File: src/rtl/calc_pkg.sv
// Shared types and constants for the keypad calculator accumulator controller.
package calc_pkg;

  typedef enum logic [1:0] {
    EMPTY = 2'b00,
    HOLD  = 2'b01,
    ENTRY = 2'b11
  } calc_state_e;

  localparam logic       OP_ADD    = 1'b0;
  localparam logic       OP_SUB    = 1'b1;
  localparam logic [3:0] DIGIT_MAX = 4'd9;

  // Bit positions of the keys inside the shared edge detector.
  localparam int K_DIGIT = 0;
  localparam int K_ENTER = 1;
  localparam int K_TOTAL = 2;
  localparam int K_CLEAR = 3;

  function automatic longint unsigned pow10(input int n);
    longint unsigned r;
    r = 64'd1;
    for (int i = 0; i < n; i++) r = r * 64'd10;
    return r;
  endfunction

endpackage

File: src/rtl/key_edge.sv
// N-bit rising-edge detector: inputs are registered once, then compared with
// the previous registered level so each press yields a single-cycle event.
module key_edge #(
  parameter int N = 4
) (
  input  logic         clk,
  input  logic         reset,
  input  logic [N-1:0] key,
  output logic [N-1:0] evt
);

  logic [N-1:0] samp_q, samp_d;
  logic [N-1:0] prev_q, prev_d;

  always_comb begin
    samp_d = key;
    prev_d = samp_q;
  end

  always_ff @(posedge clk or posedge reset) begin
    if (reset) begin
      samp_q <= '0;
      prev_q <= '0;
    end else begin
      samp_q <= samp_d;
      prev_q <= prev_d;
    end
  end

  assign evt = samp_q & ~prev_q;

endmodule

File: src/rtl/calc_accum_ctrl.sv
// Keypad calculator accumulator controller: builds a decimal entry from digit
// presses and adds/subtracts it into the accumulator on enter.
module calc_accum_ctrl
  import calc_pkg::*;
#(
  parameter int WIDTH      = 16,
  parameter int MAX_DIGITS = 4
) (
  input  logic             clk,
  input  logic             reset,
  input  logic             digit_key,
  input  logic [3:0]       digit_val,
  input  logic             op_sub,
  input  logic             enter,
  input  logic             total,
  input  logic             clear,
  output logic [WIDTH-1:0] acc,
  output logic [WIDTH-1:0] display,
  output logic             show,
  output logic             store_p,
  output logic             update_p,
  output logic             clear_p,
  output logic             overflow,
  output logic [1:0]       state
);

  localparam int CW = $clog2(MAX_DIGITS + 1);
  localparam longint unsigned MAX_ENTRY = pow10(MAX_DIGITS) - 64'd1;

  // The largest MAX_DIGITS-digit entry must fit in the accumulator width.
  if (WIDTH < 64 && MAX_ENTRY >= (64'd1 << WIDTH)) begin : g_width_check
    $error("calc_accum_ctrl: WIDTH too small for MAX_DIGITS");
  end

  logic [3:0] evt;

  key_edge #(.N(4)) u_key_edge (
    .clk   (clk),
    .reset (reset),
    .key   ({clear, total, enter, digit_key}),
    .evt   (evt)
  );

  calc_state_e      state_q, state_d;
  logic [WIDTH-1:0] acc_q, acc_d;
  logic [WIDTH-1:0] entry_q, entry_d;
  logic [CW-1:0]    count_q, count_d;
  logic             show_q, show_d;
  logic             ovf_q, ovf_d;
  logic             store_q, store_d;
  logic             update_q, update_d;
  logic             clear_q, clear_d;

  logic [WIDTH+3:0] next_entry;
  logic [WIDTH:0]   sum;
  logic [WIDTH:0]   diff;
  logic             digit_ok;

  always_comb begin
    next_entry = (WIDTH+4)'(entry_q) * (WIDTH+4)'(10) + (WIDTH+4)'(digit_val);
    sum        = {1'b0, acc_q} + {1'b0, entry_q};
    diff       = {1'b0, acc_q} - {1'b0, entry_q};
    digit_ok   = (digit_val <= DIGIT_MAX) && (count_q != CW'(MAX_DIGITS));

    state_d  = state_q;
    acc_d    = acc_q;
    entry_d  = entry_q;
    count_d  = count_q;
    show_d   = show_q;
    ovf_d    = ovf_q;
    store_d  = 1'b0;
    update_d = 1'b0;
    clear_d  = 1'b0;

    if (evt[K_TOTAL]) show_d = ~show_q;

    // Priority: clear over enter over digit; a lower-priority digit is dropped.
    if (evt[K_CLEAR]) begin
      acc_d   = '0;
      entry_d = '0;
      count_d = '0;
      ovf_d   = 1'b0;
      show_d  = 1'b0;
      state_d = EMPTY;
      clear_d = 1'b1;
    end else if (evt[K_ENTER]) begin
      entry_d = '0;
      count_d = '0;
      state_d = HOLD;
      case (state_q)
        EMPTY: begin
          acc_d   = entry_q;
          store_d = 1'b1;
        end
        HOLD: store_d = 1'b1;
        ENTRY: begin
          update_d = 1'b1;
          if (op_sub == OP_SUB) begin
            acc_d = diff[WIDTH-1:0];
            if (diff[WIDTH]) ovf_d = 1'b1;
          end else begin
            acc_d = sum[WIDTH-1:0];
            if (sum[WIDTH]) ovf_d = 1'b1;
          end
        end
        default: begin
          state_d = EMPTY;
          acc_d   = '0;
        end
      endcase
    end else if (evt[K_DIGIT] && digit_ok) begin
      entry_d = WIDTH'(next_entry);
      count_d = count_q + CW'(1);
      if (state_q == HOLD) state_d = ENTRY;
    end
  end

  always_ff @(posedge clk or posedge reset) begin
    if (reset) begin
      state_q  <= EMPTY;
      acc_q    <= '0;
      entry_q  <= '0;
      count_q  <= '0;
      show_q   <= 1'b0;
      ovf_q    <= 1'b0;
      store_q  <= 1'b0;
      update_q <= 1'b0;
      clear_q  <= 1'b0;
    end else begin
      state_q  <= state_d;
      acc_q    <= acc_d;
      entry_q  <= entry_d;
      count_q  <= count_d;
      show_q   <= show_d;
      ovf_q    <= ovf_d;
      store_q  <= store_d;
      update_q <= update_d;
      clear_q  <= clear_d;
    end
  end

  assign acc      = acc_q;
  assign display  = show_q ? acc_q : entry_q;
  assign show     = show_q;
  assign store_p  = store_q;
  assign update_p = update_q;
  assign clear_p  = clear_q;
  assign overflow = ovf_q;
  assign state    = state_q;

endmodule

File: config.mk
export PLATFORM = sky130hd
export DESIGN_NAME = calc_accum_ctrl
export DESIGN_NICKNAME = d
export VERILOG_FILES = /design/src/rtl/calc_pkg.sv /design/src/rtl/key_edge.sv /design/src/rtl/calc_accum_ctrl.sv
export SDC_FILE = /design/constraint.sdc
export NUM_CORES = 1
export LEC_CHECK = 0
export BUFFER_PORTS_ARGS = -buffer_cell sky130_fd_sc_hd__buf_2
export CELL_PAD_IN_SITES_DETAIL_PLACEMENT = 1
export CELL_PAD_IN_SITES_GLOBAL_PLACEMENT = 2
export CORE_AREA = 4 4 119 121
export DETAILED_ROUTE_END_ITERATION = 12
export DIE_AREA = 0 0 123 125
export PLACE_DENSITY_LB_ADDON = 0.1
export SETUP_SLACK_MARGIN = 0.4
export SLEW_MARGIN = 15
export SYNTH_ARGS = -nofsm -noshare
export SYNTH_HDL_FRONTEND = slang
export SYNTH_SLANG_ARGS = --single-unit
File: constraint.sdc
create_clock -name clk -period 4.1 [get_ports clk]
set_input_delay 0 -clock clk [delete_from_list [all_inputs] [get_ports clk]]
set_output_delay 0 -clock clk [all_outputs]
set_load 0.02 [all_outputs]
==> impl_metrics.json <==
{
  "netlist.area_leader.share_pct": 26.1,
  "critPathLaunchType": "flip-flop",
  "cts_max_level": 2,
  "cts.sinks": 50,
  "rows": 42,
  "worst_setup_path_end_kind": "flip-flop",
  "routed_via_density": 5.53,
  "power.density_nw_per_um2": 298,
  "cap_violations": 0,
  "io_buffers": 49,
  "ys_seq_elements": 50,
  "worstReg2RegStart": "entry_q[3]$_DFFE_PP0P_",
  "cts.clk_slew.worst_paths_ps": 70,
  "grt.overflow.total": 0,
  "report.final.setup_viol": 0,
  "cts.root.buffer_cell": "sky130_fd_sc_hd__clkbuf_16",
  "dr_total_vias": 4387,
  "drc": 0,
  "width_of_the_die_um": 123,
  "status": "finished clean",
  "area_after_detailed_placement_sq_um": 5190,
  "cts_tree": "done",
  "first_global_vias": 4684,
  "worst_setup_path_startpoint": "entry_q[3]$_DFFE_PP0P_",
  "fillers": 1578,
  "mappedNetlistArea_sq_um": 4790,
  "netlist_top_cells_area": "sky130_fd_sc_hd__dfrtp_1 26%, sky130_fd_sc_hd__ha_1 17%, sky130_fd_sc_hd__o21ai_0 4.4%",
  "dpl.cell_count": 779,
  "post_synth_inst_count": 570,
  "antenna_violations_before_repair": 0,
  "leakage_nw": 2.61,
  "setup.reg_to_reg.worst_slack_ps": 570,
  "hold_viol_final": 0,
  "cts_post_setup_buffers_inserted": 0,
  "finalInstanceArea_sq_um": 5450,
  "grt_setup_unrepaired": "false",
  "wl_per_cell_um": 18.5,
  "place.detailed.hpwl_um": 11500,
  "clk_latency_ps": 300,
  "instances_no_fill": 793,
  "period_share_pct": 86.0,
  "floorplan_die_area_sq_um": 15400,
  "numCtsBuffers": 5,
  "clock.fmax_mhz": 284,
  "synth_flop_cell": "sky130_fd_sc_hd__dfrtp_1",
  "grt_use_total_pct": 19.8,
  "clock_path_buffers": 2,
  "timing.max_slew.rel_slack_pct": 31.6,
  "synth-async-reset-ratio_pct": 100,
  "layout-drive-gt1-share_pct": 13.3,
  "grt_first_pass_wirelength_um": 24500,
  "avgSynthCellArea_sq_um": 8.41,
  "cp.required_ps": 4330,
  "final_max_slew_viol_count": 0,
  "irDropWorstVdd_uv": 150,
  "synthDistinctLibCells": 65,
  "final_core_util_pct": 41.6,
  "top_level_ports": 50,
  "wl_um": 14700,
  "core_region_area_sq_um": 13100,
  "synthesis.yosys.warnings": 0,
  "cp-endpoint": "entry_q[15]$_DFFE_PP0P_",
  "multiInputGateArea_sq_um": 3290,
  "die_y_um": 125,
  "min_path_type": "primary input to flip-flop",
  "fin_setup_tns_ps": 0,
  "rr_worst_depth": 10,
  "criticalPathCategory": "flip-flop to flip-flop",
  "period_minus_slack_ps": 3530,
  "route.antenna.remaining_nets": 0,
  "grt_max_degree": 51,
  "timing.critical_path.arrival_ps": 3750,
  "diodes": 0,
  "syn2layout_area_growth_pct": 13.6,
  "timing.critical_path.fanout_max": 5,
  "yosysSeqAreaShare_pct": 26.1,
  "initial_utilization_pct": 36.6,
  "post-layout-total-power_mw": 1.62,
  "worst_clock_skew_ps": 5.49,
  "initialDrtViolationCount": 182,
  "capture_point_of_the_worst_reg_to_reg_path": "entry_q[15]$_DFFE_PP0P_",
  "number_of_enable_type_register_cells_in_the_synthesized_netlist": 0,
  "final_nets": 695,
  "sequential_cell_area_sq_um": 1250,
  "timing_worst_slew_pin_value_ps": 1030,
  "mappedNetlistNets": 649,
  "finalWeightedCongestion": 0.808,
  "drt_first_pass_iters": 4,
  "netlist.top_cell.by_area": "sky130_fd_sc_hd__dfrtp_1"
}
## worst min path at each step
stage                       startpoint                              to  depth (start not counted)
after floorplan              digit_key  u_key_edge.prev_d[0]$_DFF_PP0_                          0
after global placement           total  u_key_edge.prev_d[2]$_DFF_PP0_                          1
after detailed placement     digit_key  u_key_edge.prev_d[0]$_DFF_PP0_                          1
after CTS                 digit_val[1]          entry_q[1]$_DFFE_PP0P_                          4
after global routing      digit_val[1]          entry_q[1]$_DFFE_PP0P_                          4
final                     digit_val[1]          entry_q[1]$_DFFE_PP0P_                          4
## critical path, cell delays in order (launching register included)
cell and delay, ps:
sky130_fd_sc_hd__dfrtp_1 440, sky130_fd_sc_hd__ha_1 300, sky130_fd_sc_hd__ha_1 260, sky130_fd_sc_hd__fa_2 410, sky130_fd_sc_hd__a211o_1 310, sky130_fd_sc_hd__a2111o_1 410
sky130_fd_sc_hd__o311ai_4 120, sky130_fd_sc_hd__nand3_2 120, sky130_fd_sc_hd__or3_4 400, sky130_fd_sc_hd__or4_1 510, sky130_fd_sc_hd__a31oi_1 170
## flip-flops by register name, summed over array words and instances (netlist names)
signal,flops
acc,16
entry_q,16
u_key_edge.prev_d,4
u_key_edge.prev_q,4
count_q,3
state,2
clear_p,1
overflow,1
show,1
store_p,1
update_p,1
## timing repair
action / 4_1_cts / 5_1_grt
gates resized for setup: 0 / 4
hold buffers: 6 / 0
hold endpoints to repair: 55 / 0
endpoints found under the setup margin: 0 / 2
## per-stage QoR
stage,worst slack (ps),hold WS (ps)
floorplan,638,31.4
global placement,597,108
detailed placement,520,110
CTS,506,165
global route,446,209
finish,573,167
## where the power goes
| part | internal, mW | switching (mW) |
|---|---|---|
| clock | 0.308 | 0.212 |
| sequential | 0.518 | 0.0582 |
| combinational | 0.201 | 0.324 |
## metal layers
| layer | track usage [%] | vias to the layer above | wire [um] |
|---|---|---|---|
| met5 | 0 | - | 0 |
| met4 | 5.99 | 0 | 345 |
| met3 | 2.17 | 22 | 323 |
| met2 | 34.9 | 62 | 7370 |
| met1 | 25.3 | 2143 | 6650 |
| li1 | - | 2160 | - |
## kinds of logic after synthesis
kind of cell / share of synthesized area (%)
AO/OA/AOI/OAI: 26.0
XOR/XNOR: 5.67
adder cells (fa/ha/maj): 18.4
AND/OR/NAND/NOR: 17.6
multiplexers: 0.679
flip-flops: 26.1
buffers and inverters: 5.56
## layout make-up
type	count	area share, %
clock buffers	6	2.55
clock inverters	2	0.712
inverters	45	3.10
multi-input cells	455	60.5
flip-flops and latches	50	23.0
well taps	176	4.04
repair buffers	59	6.16
## synthesized netlist by cell type, drive strengths merged, types with 5 or more instances
| cell | count |
|---|---|
| o21ai | 53 |
| a21o | 8 |
| a2111oi | 8 |
| o31ai | 6 |
| ha | 64 |
| nor3 | 7 |
| a31oi | 9 |
| clkbuf | 17 |
| xor2 | 12 |
| xnor2 | 19 |
| a21oi | 35 |
| nor2b | 10 |
| nor4 | 7 |
| nor2 | 38 |
| o21a | 7 |
| or2 | 5 |
| a22oi | 15 |
| nor3b | 5 |
| o211ai | 5 |
| a211oi | 16 |
| dfrtp | 50 |
| nand3 | 14 |
| inv | 45 |
| nand2 | 55 |
## cell usage in the layout (no fill, tap or decap), types with 10 or more instances in the layout
cell                       netlist  layout
sky130_fd_sc_hd__o21ai_0        42      42
sky130_fd_sc_hd__ha_1           64      64
sky130_fd_sc_hd__xor2_1         12      11
sky130_fd_sc_hd__nand2_1        55      55
sky130_fd_sc_hd__buf_2           0      49
sky130_fd_sc_hd__nand3_1        13      13
sky130_fd_sc_hd__inv_1          44      43
sky130_fd_sc_hd__o21ai_1        10      10
sky130_fd_sc_hd__a211oi_1       15      15
sky130_fd_sc_hd__a21oi_1        35      35
sky130_fd_sc_hd__nor2_1         38      38
sky130_fd_sc_hd__dfrtp_1        50      50
sky130_fd_sc_hd__a22oi_1        15      15
sky130_fd_sc_hd__nor2b_1        10      10
sky130_fd_sc_hd__xnor2_1        19      19
No activity file was read; power rests on OpenSTA's default activity.
